--- src/rtl/riscv_div_unit.sv ---
// Iterative radix-2 restoring divider for the M-extension DIV/DIVU/REM/REMU ops.
// Divide-by-zero and signed overflow resolve at issue; normal ops take WIDTH busy cycles.
module riscv_div_unit #(
    parameter int unsigned WIDTH    = 32,
    parameter int unsigned OP_WIDTH = 7
) (
    input  logic                clk,
    input  logic                rst,
    input  logic                flush_i,
    input  logic                valid_i,
    output logic                ready_o,
    input  logic [OP_WIDTH-1:0] op_i,
    input  logic [WIDTH-1:0]    operand_a_i,
    input  logic [WIDTH-1:0]    operand_b_i,
    output logic                valid_o,
    input  logic                ready_i,
    output logic [WIDTH-1:0]    result_o
);

    localparam int unsigned CNT_W = $clog2(WIDTH) + 1;
    localparam logic [OP_WIDTH-3:0] DIV_BASE = (OP_WIDTH-2)'(5'b01100);
    localparam logic [CNT_W-1:0] LAST_CNT = CNT_W'(WIDTH - 1);
    localparam logic [WIDTH-1:0] MIN_NEG  = {1'b1, {(WIDTH-1){1'b0}}};

    typedef enum logic [1:0] {IDLE, BUSY, DONE} state_e;

    state_e            state, state_next;
    logic [CNT_W-1:0]  counter;
    logic              is_rem_q, neg_q_q, neg_r_q;
    logic [WIDTH-1:0]  dividend_q;
    logic [WIDTH-1:0]  divisor_q;
    logic [WIDTH-1:0]  rem_q;

    logic              accept_c, legal_c, is_signed_c, is_rem_c;
    logic              div_zero_c, overflow_c, fast_c;
    logic              a_neg_c, b_neg_c;
    logic [WIDTH-1:0]  a_mag_c, b_mag_c, fast_result_c;
    logic [WIDTH:0]    rem_shift_c, trial_c;
    logic [WIDTH-1:0]  rem_next_c, quo_next_c, final_result_c;

    // Issue decode and one-cycle resolution of special cases
    always_comb begin
        legal_c       = (op_i[OP_WIDTH-1:2] == DIV_BASE);
        is_signed_c   = op_i[0];
        is_rem_c      = op_i[1];
        a_neg_c       = is_signed_c & operand_a_i[WIDTH-1];
        b_neg_c       = is_signed_c & operand_b_i[WIDTH-1];
        a_mag_c       = a_neg_c ? (~operand_a_i + WIDTH'(1)) : operand_a_i;
        b_mag_c       = b_neg_c ? (~operand_b_i + WIDTH'(1)) : operand_b_i;
        div_zero_c    = (operand_b_i == '0);
        overflow_c    = is_signed_c && (operand_a_i == MIN_NEG) && (operand_b_i == '1);
        fast_c        = !legal_c || div_zero_c || overflow_c;
        fast_result_c = '0;
        if (!legal_c) begin
            fast_result_c = '0;
        end else if (div_zero_c) begin
            fast_result_c = is_rem_c ? operand_a_i : '1;
        end else if (overflow_c) begin
            fast_result_c = is_rem_c ? '0 : MIN_NEG;
        end
    end

    // One restoring step: shift in the next dividend bit and trial-subtract
    always_comb begin
        rem_shift_c = {rem_q, dividend_q[WIDTH-1]};
        trial_c     = rem_shift_c - {1'b0, divisor_q};
        rem_next_c  = trial_c[WIDTH] ? rem_shift_c[WIDTH-1:0] : trial_c[WIDTH-1:0];
        quo_next_c  = {dividend_q[WIDTH-2:0], ~trial_c[WIDTH]};
        if (is_rem_q) begin
            final_result_c = neg_r_q ? (~rem_next_c + WIDTH'(1)) : rem_next_c;
        end else begin
            final_result_c = neg_q_q ? (~quo_next_c + WIDTH'(1)) : quo_next_c;
        end
    end

    always_ff @(posedge clk) begin
        if (rst) begin
            state <= IDLE;
        end else begin
            state <= state_next;
        end
    end

    // Next state; flush overrides every transition
    always_comb begin
        state_next = state;
        accept_c   = 1'b0;
        case (state)
            IDLE: begin
                if (valid_i) begin
                    accept_c   = 1'b1;
                    state_next = fast_c ? DONE : BUSY;
                end
            end
            BUSY: begin
                if (counter == LAST_CNT) begin
                    state_next = DONE;
                end
            end
            DONE: begin
                if (ready_i) begin
                    state_next = IDLE;
                end
            end
            default: state_next = IDLE;
        endcase
        if (flush_i) begin
            state_next = IDLE;
            accept_c   = 1'b0;
        end
    end

    always_ff @(posedge clk) begin
        if (rst) begin
            ready_o    <= 1'b1;
            valid_o    <= 1'b0;
            result_o   <= '0;
            counter    <= '0;
            is_rem_q   <= 1'b0;
            neg_q_q    <= 1'b0;
            neg_r_q    <= 1'b0;
            dividend_q <= '0;
            divisor_q  <= '0;
            rem_q      <= '0;
        end else begin
            ready_o <= (state_next == IDLE);
            valid_o <= (state_next == DONE);
            if (flush_i) begin
                counter <= '0;
            end else begin
                case (state)
                    IDLE: begin
                        counter <= '0;
                        if (accept_c) begin
                            is_rem_q   <= is_rem_c;
                            neg_q_q    <= a_neg_c ^ b_neg_c;
                            neg_r_q    <= a_neg_c;
                            dividend_q <= a_mag_c;
                            divisor_q  <= b_mag_c;
                            rem_q      <= '0;
                            if (fast_c) begin
                                result_o <= fast_result_c;
                            end
                        end
                    end
                    BUSY: begin
                        rem_q      <= rem_next_c;
                        dividend_q <= quo_next_c;
                        if (counter == LAST_CNT) begin
                            counter  <= '0;
                            result_o <= final_result_c;
                        end else begin
                            counter <= counter + CNT_W'(1);
                        end
                    end
                    default: counter <= '0;
                endcase
            end
        end
    end

endmodule

--- config.mk ---
export PLATFORM = sky130hd
export DESIGN_NAME = riscv_div_unit
export DESIGN_NICKNAME = d
export VERILOG_FILES = /design/src/rtl/riscv_div_unit.sv
export SDC_FILE = /design/constraint.sdc
export NUM_CORES = 1
export LEC_CHECK = 0
export CORE_MARGIN = 2
export CORE_UTILIZATION = 59
export DETAILED_ROUTE_END_ITERATION = 8
export PLACE_DENSITY = 0.94
export SETUP_SLACK_MARGIN = 0.5
export SLEW_MARGIN = 30
export SYNTH_ARGS = -nofsm -noshare
export SYNTH_HDL_FRONTEND = slang
export SYNTH_SLANG_ARGS = --single-unit
--- constraint.sdc ---
create_clock -name clk -period 6 [get_ports clk]
set_input_delay 1.2 -clock clk [delete_from_list [all_inputs] [get_ports clk]]
set_output_delay 1.2 -clock clk [all_outputs]
set_load 0.01 [all_outputs]
==> results.sh <==
export IMPL_arrival_ns=5.54
export IMPL_drc=0
export IMPL_clk_pin_slew_ns=0.07
export IMPL_cts_max_path_buffers=2
export IMPL_antenna_left=0
export IMPL_cts_sinks=141
export IMPL_min_period_over_period=0.864
export IMPL_drtIter0Drc=1796
export IMPL_fin_nets=1754
export IMPL_synth_edf_count=0
export IMPL_synth_avg_cell_area_um2=7.27
export IMPL_critPathRequiredTime_ns=6.36
export IMPL_wire_per_inst_um=19.9
export IMPL_synthCells=1591
export IMPL_grt_pass1_wl_mm=60.9
export IMPL_seq_area_um2=2820
export IMPL_fin_util=0.696
export IMPL_fin_crit_ns=5.18
export IMPL_power_leakage_nw=4.92
export IMPL_drive_gt1_frac=0.0617
export IMPL_synth_cell_types=80
export IMPL_syn2layout_area_growth_pct=16.4
export IMPL_crit_type="register to register"
export IMPL_fill_cells=1471
export IMPL_clock_fmax_mhz=193
export IMPL_worstMarginPinSlew_ns=1.02
export IMPL_root_buffer="clkbuf_16"
export IMPL_multi_input_area_um2=8110
export IMPL_hp_class="register to register"
export IMPL_synth_area_leaders="dfxtp_1 (24%), nor2_1 (6.8%), xnor2_1 (6.4%)"
export IMPL_slowest_stage="or4_1"
export IMPL_clock_latency_ns=0.44
export IMPL_slew_viol_final=0
export IMPL_postCtsHoldBufs=0
export IMPL_coreArea_um2=19300
export IMPL_grt_pass1_vias=11800
export IMPL_critPathMostFrequentCell="inv_1"
export IMPL_dieHeight_um=144
export IMPL_io_pins=110
export IMPL_cts_inserted_buffers=17
export IMPL_fin_worst_skew_ns=0.00923
export IMPL_yosysSeqAreaShare=0.244
export IMPL_path_max_fanout=15
export IMPL_synth_ff_type="dfxtp_1"
export IMPL_status="finished clean"
export IMPL_peakVddDrop_mv=0.200
export IMPL_cts_tree="yes"
export IMPL_cp_cell_sequence="inv_1 > ha_1 > fa_1 > nor2b_4 > o31ai_2 > a211oi_2 > o211ai_2 > a21oi_4 > o21a_4 > nor2_4 > inv_2 > o21ai_0 > inv_1 > ha_1 > inv_1 > a2111oi_4 > nand2_1 > or4_1 > a221oi_2 > nor4b_2 > nand3b_1 > nand3_1 > a41oi_2"
export IMPL_rsz0062_at_grt="no"
export IMPL_htree_levels=4
export IMPL_grt_max_degree=97
export IMPL_n_antenna_cell=0
export IMPL_tns_ns=0
export IMPL_gp_congestion=0.976
export IMPL_first_pass_iters=8
export IMPL_setup_violations=0
export IMPL_critical_path_top_delay_family="compound AO/OA/AOI/OAI gates"
export IMPL_dieArea_um2=20700
export IMPL_ys_seq_elements=141
export IMPL_rows=51
export IMPL_synthArstFlopShare=0
export IMPL_hold_viol=0
export IMPL_critPathMaxStageDelay_ns=0.47
export IMPL_slew_headroom=0.319
export IMPL_cp_num_buf_inv=4
export IMPL_hpwl_mm=27.8
export IMPL_antenna_found_initial=0
export IMPL_maxCapViolCount=0
export IMPL_yosysTopAreaCellShare=0.244
export IMPL_vias_per_cell=6.78
export IMPL_synth_area_um2=11600
export IMPL_gr_total_overflow=0
export IMPL_wirelength_mm=38.2
export IMPL_cp_end_kind="register"
export IMPL_start_util=0.598
export IMPL_synth_top_area_cell="dfxtp_1"
export IMPL_worstSetupStartpointType="register"
export IMPL_syn_num_nets=1706
export IMPL_num_vias=13000
export IMPL_io_buffers=109
export IMPL_grtUsageTotal=0.369
export IMPL_power_density_nw_per_um2=214
export IMPL_die_w_um=144
export IMPL_synth_warnings=0
-- cell families (layout without fill, tap and decap cells) --
group                      Yosys count  in the layout  synth area share
AOI/OAI and AO/OA                  511            511             0.302
xor gates and xnor gates           132            132            0.0999
adders and majority gates           39             39            0.0428
buffers and inverters              185            246            0.0620
DFF                                141            141             0.244
muxes                               32             32            0.0302
and+or+nand+nor                    551            551             0.219
-- Yosys cell counts (32+ instances only) --
| cell | count |
|---|---|
| a22oi_1 | 33 |
| o31ai_1 | 32 |
| xnor2_1 | 84 |
| o21ai_0 | 104 |
| nand2_1 | 153 |
| clkbuf_1 | 83 |
| a211oi_1 | 35 |
| a21oi_1 | 125 |
| nor3_1 | 37 |
| ha_1 | 38 |
| a221oi_1 | 33 |
| nor2_1 | 210 |
| inv_1 | 83 |
| xor2_1 | 48 |
| dfxtp_1 | 141 |
-- area by class of cell --
class,instances,area share
Multi-Input combinational cell,1265,0.602
Sequential cell,141,0.210
Timing Repair Buffer,130,0.0926
Clock buffer,18,0.0319
Tap cell,265,0.0246
Inverter,84,0.0234
Clock inverter,14,0.0153
-- routing by layer --
layer | track usage | routed length, um | vias to the layer above
met3 | 0.0666 | 3880 | 169
met5 | 0 | 0 | -
met1 | 0.490 | 15200 | 6084
li1 | - | - | 5892
met4 | 0.178 | 1810 | 0
met2 | 0.580 | 17300 | 843
-- cell usage in the layout (no fill, tap or decap), types with 22 or more instances in the layout --
master	count
a211oi_1	35
a21oi_1	124
a221oi_1	33
a22oi_1	33
a311oi_1	27
buf_4	22
clkdlybuf4s50_1	108
dfxtp_1	141
ha_1	38
inv_1	83
nand2_1	153
nor2_1	209
nor3_1	36
o21ai_0	104
o31ai_1	31
xnor2_1	84
xor2_1	48
-- flip-flops by register name, summed over array words and instances (netlist names), 2 cells and up --
signal / flops
state: 2
rem_q: 32
dividend_q: 32
counter: 6
divisor_q: 32
result_o: 32
-- report_power, final --
group | total [mW] | internal, mW | switching [mW] | leakage, nW
Sequential | 1.02 | 0.979 | 0.0371 | 1.15
Combinational | 0.688 | 0.268 | 0.420 | 3.47
Clock | 1.18 | 0.707 | 0.474 | 0.301
Total | 2.89 | 1.95 | 0.931 | 4.92
-- stage by stage --
step	hold WS (ns)	cell area [um2]	power (mW)	setup WS [ns]	cells
2_1_floorplan	0.418	11600	1.46	1.02	1591
3_3_place_gp	0.430	12800	1.68	0.882	1882
3_5_place_dp	0.444	12800	1.69	0.729	1882
4_1_cts	0.454	13400	2.85	0.651	1914
5_1_grt	0.477	13500	2.98	0.483	1917
6_report	0.452	13500	2.89	0.816	1917
-- worst min-delay path: cells and delay by family, from the launching register on --
family / cells / cell delay, ns
AOI/OAI and AO/OA: 1 / 0.05
and+or+nand+nor: 1 / 0.05
DFF: 1 / 0.31
-- final timing paths --
| path | cells after the start | to | from | slack (ns) |
|---|---|---|---|---|
| hold reg to reg | 2 | divisor_q[26] | divisor_q[26] | 0.45 |
| setup reg to reg | 23 | result_o[28] | dividend_q[31] | 0.82 |
| setup / recovery | 23 | result_o[28] | dividend_q[31] | 0.82 |
| hold / removal | 2 | divisor_q[26] | divisor_q[26] | 0.45 |
-- timing repair --
| item | in CTS | in global routing |
|---|---|---|
| resized for setup | 0 | 7 |
| endpoints found under the setup margin | 0 | 8 |
| setup buffers | 0 | 3 |
Note: power is estimated with default switching activity, not from simulation.
